<file path="config.mk">
export PLATFORM = sky130hd
export DESIGN_NAME = hpdcache_l15_resp_router_flat
export DESIGN_NICKNAME = d
export VERILOG_FILES = /design/src/rtl/hpdcache_l15_resp_router_if.sv /design/src/rtl/hpdcache_l15_resp_router.sv /design/src/flat_wrapper.sv
export SDC_FILE = /design/constraint.sdc
export NUM_CORES = 1
export LEC_CHECK = 0
export CAP_MARGIN = 20
export CORE_MARGIN = 4
export CORE_UTILIZATION = 53
export CTS_BUF_LIST = sky130_fd_sc_hd__clkbuf_4
export DETAILED_ROUTE_END_ITERATION = 7
export GPL_ROUTABILITY_DRIVEN = 0
export PLACE_DENSITY = 0.82
export SLEW_MARGIN = 25
export SYNTH_ARGS = -nofsm -noshare
export SYNTH_HDL_FRONTEND = slang
export SYNTH_SLANG_ARGS = --single-unit
export TNS_END_PERCENT = 10
</file>
<file path="constraint.sdc">
create_clock -name clk_i -period 4.6 [get_ports clk_i]
set_input_delay 0.92 -clock clk_i [delete_from_list [all_inputs] [get_ports clk_i]]
set_output_delay 0.92 -clock clk_i [all_outputs]
set_load 0.01 [all_outputs]
</file>
<file path="src/rtl/hpdcache_l15_resp_router_if.sv">
// Handshake bundle between the requester/memory side and the L1.5 response router.
// The router takes the slave modport; the environment driving it takes the master modport.
interface hpdcache_l15_resp_router_if #(
  parameter int N      = 4,
  parameter int ID_W   = 4,
  parameter int RESP_W = 64
);
  localparam int PORT_W = (N > 1) ? $clog2(N) : 1;

  logic              alloc_valid_i;
  logic              alloc_ready_o;
  logic [ID_W-1:0]   alloc_id_i;
  logic [PORT_W-1:0] alloc_portid_i;

  logic              mem_resp_valid_i;
  logic              mem_resp_ready_o;
  logic [RESP_W-1:0] mem_resp_i;
  logic [ID_W-1:0]   mem_resp_id_i;
  logic              mem_resp_last_i;

  logic              resp_valid_o;
  logic              resp_ready_i;
  logic [RESP_W-1:0] resp_o;
  logic [PORT_W-1:0] resp_sel_o;
  logic              err_unalloc_o;

  modport slave (
    input  alloc_valid_i, alloc_id_i, alloc_portid_i,
    input  mem_resp_valid_i, mem_resp_i, mem_resp_id_i, mem_resp_last_i,
    input  resp_ready_i,
    output alloc_ready_o, mem_resp_ready_o,
    output resp_valid_o, resp_o, resp_sel_o, err_unalloc_o
  );

  modport master (
    output alloc_valid_i, alloc_id_i, alloc_portid_i,
    output mem_resp_valid_i, mem_resp_i, mem_resp_id_i, mem_resp_last_i,
    output resp_ready_i,
    input  alloc_ready_o, mem_resp_ready_o,
    input  resp_valid_o, resp_o, resp_sel_o, err_unalloc_o
  );
endinterface

</file>
<file path="src/rtl/hpdcache_l15_resp_router.sv">
// Tracks the requester port owning each outstanding transaction ID and routes
// memory response beats, through a 2-entry FIFO, to the L1.5 response demux.
module hpdcache_l15_resp_router #(
  parameter int N      = 4,
  parameter int ID_W   = 4,
  parameter int RESP_W = 64
) (
  input logic clk_i,
  input logic rst_i,
  hpdcache_l15_resp_router_if.slave bus
);
  localparam int PORT_W = (N > 1) ? $clog2(N) : 1;
  localparam int RT_D   = 2 ** ID_W;

  // Routing table: busy bits are control state, port ids are plain data
  logic [RT_D-1:0]   busy_q, busy_d;
  logic [PORT_W-1:0] portid_q [RT_D];
  logic [PORT_W-1:0] portid_d [RT_D];

  // Response FIFO
  logic [RESP_W-1:0] fifo_data_q [2];
  logic [RESP_W-1:0] fifo_data_d [2];
  logic [PORT_W-1:0] fifo_sel_q  [2];
  logic [PORT_W-1:0] fifo_sel_d  [2];
  logic              wr_ptr_q, wr_ptr_d;
  logic              rd_ptr_q, rd_ptr_d;
  logic [1:0]        cnt_q, cnt_d;
  logic              err_q, err_d;

  logic alloc_hs, resp_hs, resp_hit, push, pop;

  // Readies are forced low during reset so nothing is accepted into state being cleared
  assign bus.alloc_ready_o    = ~rst_i & ~busy_q[bus.alloc_id_i];
  assign bus.mem_resp_ready_o = ~rst_i & (cnt_q != 2'd2);

  assign alloc_hs = bus.alloc_valid_i & bus.alloc_ready_o;
  assign resp_hs  = bus.mem_resp_valid_i & bus.mem_resp_ready_o;
  assign resp_hit = busy_q[bus.mem_resp_id_i];
  assign push     = resp_hs & resp_hit;
  assign pop      = bus.resp_valid_o & bus.resp_ready_i;

  assign bus.resp_valid_o  = (cnt_q != 2'd0);
  assign bus.resp_o        = fifo_data_q[rd_ptr_q];
  assign bus.resp_sel_o    = fifo_sel_q[rd_ptr_q];
  assign bus.err_unalloc_o = err_q;

  always_comb begin
    busy_d   = busy_q;
    portid_d = portid_q;
    // A busy ID cannot be re-allocated, so the free and the set never target the same entry
    if (push && bus.mem_resp_last_i) busy_d[bus.mem_resp_id_i] = 1'b0;
    if (alloc_hs) begin
      busy_d[bus.alloc_id_i]   = 1'b1;
      portid_d[bus.alloc_id_i] = bus.alloc_portid_i;
    end
  end

  always_comb begin
    fifo_data_d = fifo_data_q;
    fifo_sel_d  = fifo_sel_q;
    if (push) begin
      fifo_data_d[wr_ptr_q] = bus.mem_resp_i;
      fifo_sel_d[wr_ptr_q]  = portid_q[bus.mem_resp_id_i];
    end
    wr_ptr_d = wr_ptr_q ^ push;
    rd_ptr_d = rd_ptr_q ^ pop;
    case ({push, pop})
      2'b10:   cnt_d = cnt_q + 2'd1;
      2'b01:   cnt_d = cnt_q - 2'd1;
      default: cnt_d = cnt_q;
    endcase
    err_d = err_q | (resp_hs & ~resp_hit);
  end

  always_ff @(posedge clk_i) begin
    if (rst_i) begin
      busy_q   <= '0;
      wr_ptr_q <= 1'b0;
      rd_ptr_q <= 1'b0;
      cnt_q    <= 2'd0;
      err_q    <= 1'b0;
    end else begin
      busy_q   <= busy_d;
      wr_ptr_q <= wr_ptr_d;
      rd_ptr_q <= rd_ptr_d;
      cnt_q    <= cnt_d;
      err_q    <= err_d;
    end
  end

  // Payload storage needs no reset: it is only observed behind valid/busy bits
  always_ff @(posedge clk_i) begin
    portid_q    <= portid_d;
    fifo_data_q <= fifo_data_d;
    fifo_sel_q  <= fifo_sel_d;
  end
endmodule

</file>
<file path="src/flat_wrapper.sv">
// flat-port wrapper written by rule: the top's interface ports become plain ports
module hpdcache_l15_resp_router_flat 
#(
  parameter int N      = 4,
  parameter int ID_W   = 4,
  parameter int RESP_W = 64
)
  (clk_i, rst_i, bus_alloc_valid_i, bus_alloc_id_i, bus_alloc_portid_i, bus_mem_resp_valid_i, bus_mem_resp_i, bus_mem_resp_id_i, bus_mem_resp_last_i, bus_resp_ready_i, bus_alloc_ready_o, bus_mem_resp_ready_o, bus_resp_valid_o, bus_resp_o, bus_resp_sel_o, bus_err_unalloc_o);
  hpdcache_l15_resp_router_if #(.N(N), .ID_W(ID_W), .RESP_W(RESP_W)) bus_i ();
  input logic clk_i;
  input logic rst_i;
  input wire logic [$bits(bus_i.alloc_valid_i)-1:0] bus_alloc_valid_i;
  input wire logic [$bits(bus_i.alloc_id_i)-1:0] bus_alloc_id_i;
  input wire logic [$bits(bus_i.alloc_portid_i)-1:0] bus_alloc_portid_i;
  input wire logic [$bits(bus_i.mem_resp_valid_i)-1:0] bus_mem_resp_valid_i;
  input wire logic [$bits(bus_i.mem_resp_i)-1:0] bus_mem_resp_i;
  input wire logic [$bits(bus_i.mem_resp_id_i)-1:0] bus_mem_resp_id_i;
  input wire logic [$bits(bus_i.mem_resp_last_i)-1:0] bus_mem_resp_last_i;
  input wire logic [$bits(bus_i.resp_ready_i)-1:0] bus_resp_ready_i;
  output wire logic [$bits(bus_i.alloc_ready_o)-1:0] bus_alloc_ready_o;
  output wire logic [$bits(bus_i.mem_resp_ready_o)-1:0] bus_mem_resp_ready_o;
  output wire logic [$bits(bus_i.resp_valid_o)-1:0] bus_resp_valid_o;
  output wire logic [$bits(bus_i.resp_o)-1:0] bus_resp_o;
  output wire logic [$bits(bus_i.resp_sel_o)-1:0] bus_resp_sel_o;
  output wire logic [$bits(bus_i.err_unalloc_o)-1:0] bus_err_unalloc_o;
  assign bus_i.alloc_valid_i = bus_alloc_valid_i;
  assign bus_i.alloc_id_i = bus_alloc_id_i;
  assign bus_i.alloc_portid_i = bus_alloc_portid_i;
  assign bus_i.mem_resp_valid_i = bus_mem_resp_valid_i;
  assign bus_i.mem_resp_i = bus_mem_resp_i;
  assign bus_i.mem_resp_id_i = bus_mem_resp_id_i;
  assign bus_i.mem_resp_last_i = bus_mem_resp_last_i;
  assign bus_i.resp_ready_i = bus_resp_ready_i;
  assign bus_alloc_ready_o = bus_i.alloc_ready_o;
  assign bus_mem_resp_ready_o = bus_i.mem_resp_ready_o;
  assign bus_resp_valid_o = bus_i.resp_valid_o;
  assign bus_resp_o = bus_i.resp_o;
  assign bus_resp_sel_o = bus_i.resp_sel_o;
  assign bus_err_unalloc_o = bus_i.err_unalloc_o;
  hpdcache_l15_resp_router #(.N(N), .ID_W(ID_W), .RESP_W(RESP_W)) u_core (.clk_i(clk_i), .rst_i(rst_i), .bus(bus_i));
endmodule
</file>
==> results.md <==
* Synthesis-stage register bit count at 185
* Critical path peak fanout at 7
* Ranking of synthesized cells by area: edfxtp_1 67%, mux2_2 10%, dfxtp_1 5.7%
* Seq pwr share at 0.634
* RR Endpoint: u_core.fifo_data_q[69]
* Deepest clock path buffer count at 2
* Worst Path Arrival at 3.29 ns
* Peak supply drop at 0.217 mV
* Drt via density at roughly 5.5
* Actual slew at the worst max-slew pin at roughly 0.76 ns
* Period minus WS final at 4.21 ns
* Cts repair resizes at 0
* Most used DFF post-synth: edfxtp_1
* Power share of the clock group at 0.309
* WS Path Type: input pin to output port
* Fill count at ~900
* Final setup fails at 0
* Sequential area share after synthesis at 0.731
* Setup crit end kind: output port
* DRC at 0
* Fin nets at roughly 630
* Beginning of the worst register-to-register path: u_core.busy_q[13]
* Setup Buffers After CTS at 0
* Synth Area in Compound Gates at 0.0323
* Outcome: finished, final reports clean
* Row count at 42
* Drt first pass iters at 4
* TritonCTS Buffers at 17
* Reg2Reg Setup Slack at 2.07 ns
* Total Wirelength at between 10000 and 15000 microns
* Die height at 125 microns
* Clock skew at between 0.015 and 0.02 ns
* Clk sinks at 185
* EDFF count, synth at between 150 and 200
* First-pass GRT wire length at approximately 23000 microns
* # diodes at 0
* Dpl hpwl at 10300 microns
* Via count of the routed design at roughly 4000
* Count leader, synth: edfxtp_1
* Synth cell types at just over 40
* Area share of the largest cell type after synthesis at 0.673
* Post-synth top area cell: edfxtp_1
* Type of origin of the critical path: input pin
* CTS tree: built
* Max-slew violations at 0
* Class of the most critical hold timing path: register to register
* Mapped Cells at roughly 380
* Clk root buf: clkbuf_4
* Setup TNS at 0 ns
* Yosys warnings at 0
* Post-Syn Area per Cell at approximately 19 sq um
* Mapped Nets at around 470
* Synth Area in Simple Gates at 0.0450
* Share of layout cells above drive strength 1 at 0.247
* RSZ-0062 raised after global routing: no
* Clock-pin slew on the worst setup and hold paths at 0.13 ns
* Synthesized cell area at between 7000 and 8000 sq um
* Port Buffer Count at about 150
* Final ANT Viol Nets at 0
* Die X at approximately 130 microns
* Most instantiated cells after synthesis: 164 x edfxtp_1, 66 x mux2_2, 21 x dfxtp_1
* Core area at roughly 13000 sq um
* Rel. slew slack at 0.486
* Initial Utilization at 0.546
* Wire per inst at roughly 20 microns
* Post-cts hold buffer count at 0
* Worst Hold End: u_core.bus.err_unalloc_o
* Switch Pwr at between 500 and 600 uW
* Final Hold Viols at 0
* P_int at around 2300 uW
* Peak Freq at between 200 and 250 MHz
* Pin count of the biggest net entering global routing at between 60 and 70
* Synth async-reset ratio at 0
* GRT Total Usage at 0.188
* Logic pwr share at 0.057
* Total gr overflow at 0
* Mux cell area share after synthesis at 0.166
* Post-layout total power at 2900 uW
* Adder-Cell Fraction of Synth Area at 0.00513
* Post-synthesis xor/xnor area fraction at 0.00359
* Max Cap Viol at 0
* Syn-to-layout area delta at 27.4%
* H-tree Lvls at 4
* Switching share of power at 0.201
* Vias in the first global route at 4236
* Leakage at ~0.003 uW
* Die ar. at approximately 16000 sq um
* Worst EP required at approximately 3.7 ns
* Fin crit share at 0.914
* Boundary Pins at 150
* Largest family of logic cells by synthesized area: multiplexers
* FF-to-FF path depth at 6
* Latest clock arrival within the worst-skew pair at 0.54 ns
* Iter 0 DRT Violations at 297
* Min-Delay Path Depth at 1
* Hold Startpoint: u_core.bus.err_unalloc_o
* Antenna violations before repair at 0
* PD cells at approximately 310 nW/um^2
[layout by cell type (no fill, tap or decap), types with 2 or more instances in the layout]
cell / n
edfxtp_1: 164
clkdlybuf4s50_1: 149
mux2_2: 66
o21a_1: 20
dfxtp_1: 20
clkbuf_4: 19
mux4_2: 17
mux2i_1: 9
nor3_1: 9
nand4_1: 6
buf_4: 6
nand2b_1: 5
nor2_1: 4
o221a_2: 4
clkinvlp_4: 4
inv_1: 3
nand2_1: 3
nor4_1: 3
or2_2: 3
or3_1: 3
bufinv_16: 3
buf_12: 3
and2_1: 2
nor2_4: 2
and3b_1: 2
o221a_1: 2
xnor2_1: 2
ha_2: 2
inv_6: 2
clkinv_1: 2
[state kept, by name, indices dropped and copies added, names as in the netlist]
name                      cells
u_core.portid_q              32
u_core.rd_ptr_q               1
u_core.bus.err_unalloc_o      1
u_core.cnt_q                  2
u_core.fifo_data_q          128
u_core.wr_ptr_q               1
u_core.fifo_sel_q             4
u_core.busy_q                16
[worst max-delay path, stage by stage]
cell and delay, ns:
clkdlybuf4s50_1 0.67, mux4_2 0.57, mux4_2 0.47, nor2_1 0.11, clkdlybuf4s50_1 0.55
[how the worst max path moves through the flow]
stage	end	from	cells after the start
finish	bus_alloc_ready_o	bus_alloc_id_i[0]	5
detailed placement	bus_alloc_ready_o	bus_alloc_id_i[0]	5
CTS	bus_alloc_ready_o	bus_alloc_id_i[0]	5
global route	bus_alloc_ready_o	bus_alloc_id_i[0]	5
global placement	bus_alloc_ready_o	bus_alloc_id_i[0]	5
floorplan	u_core.fifo_data_q[0]	bus_mem_resp_id_i[3]	5
[final cells by class]
| type | count | area, sq um | share of cell area |
|---|---|---|---|
| clock inverter | 12 | 150 | 0.0161 |
| sequential | 185 | 5350 | 0.574 |
| tap | 176 | 220 | 0.0236 |
| clock buffer | 19 | 143 | 0.0153 |
| multi-input combinational | 178 | 1850 | 0.199 |
| inverter | 3 | 11.3 | 0.00121 |
| timing repair buffer | 158 | 1600 | 0.171 |
[cell families (layout without fill, tap and decap cells)]
group	after synthesis	in the layout
adder cells (fa/ha/maj)	3	3
AO/OA/AOI/OAI	29	29
XOR/XNOR	3	3
AND/OR/NAND/NOR	51	51
multiplexers	92	92
buffers and inverters	20	192
flip-flops	185	185
[power by group through the flow]
stage / Clock, uW / Combinational [uW] / Sequential (uW)
4_1_cts: 923 / 165 / 1840
6_report: 897 / 164 / 1840
3_3_place_gp: 0 / 158 / 1870
3_5_place_dp: 0 / 164 / 1880
2_1_floorplan: 0 / 59.6 / 1870
5_1_grt: 993 / 175 / 1840
[per-layer routing]
layer | vias up | track usage | wire length, microns
met3 | 16 | 0.0495 | 949
met5 | - | 0 | 0
met2 | 171 | 0.307 | 7170
met1 | 1949 | 0.251 | 6140
li1 | 1857 | - | -
met4 | 0 | 0.0561 | 206
[through the flow]
stage | cells | area, sq um | setup WS [ns] | utilization | hold WS [ns]
finish | 731 | 9320 | 0.395 | 0.695 | 0.489
global route | 731 | 9320 | 0.270 | 0.695 | 0.504
CTS | 731 | 9320 | 0.377 | 0.695 | 0.489
detailed placement | 700 | 9020 | 0.393 | 0.673 | 0.464
global placement | 700 | 9020 | 0.406 | 0.673 | 0.467
floorplan | 383 | 7310 | 0.428 | - | 0.461
No activity file was read; power rests on OpenSTA's default activity.
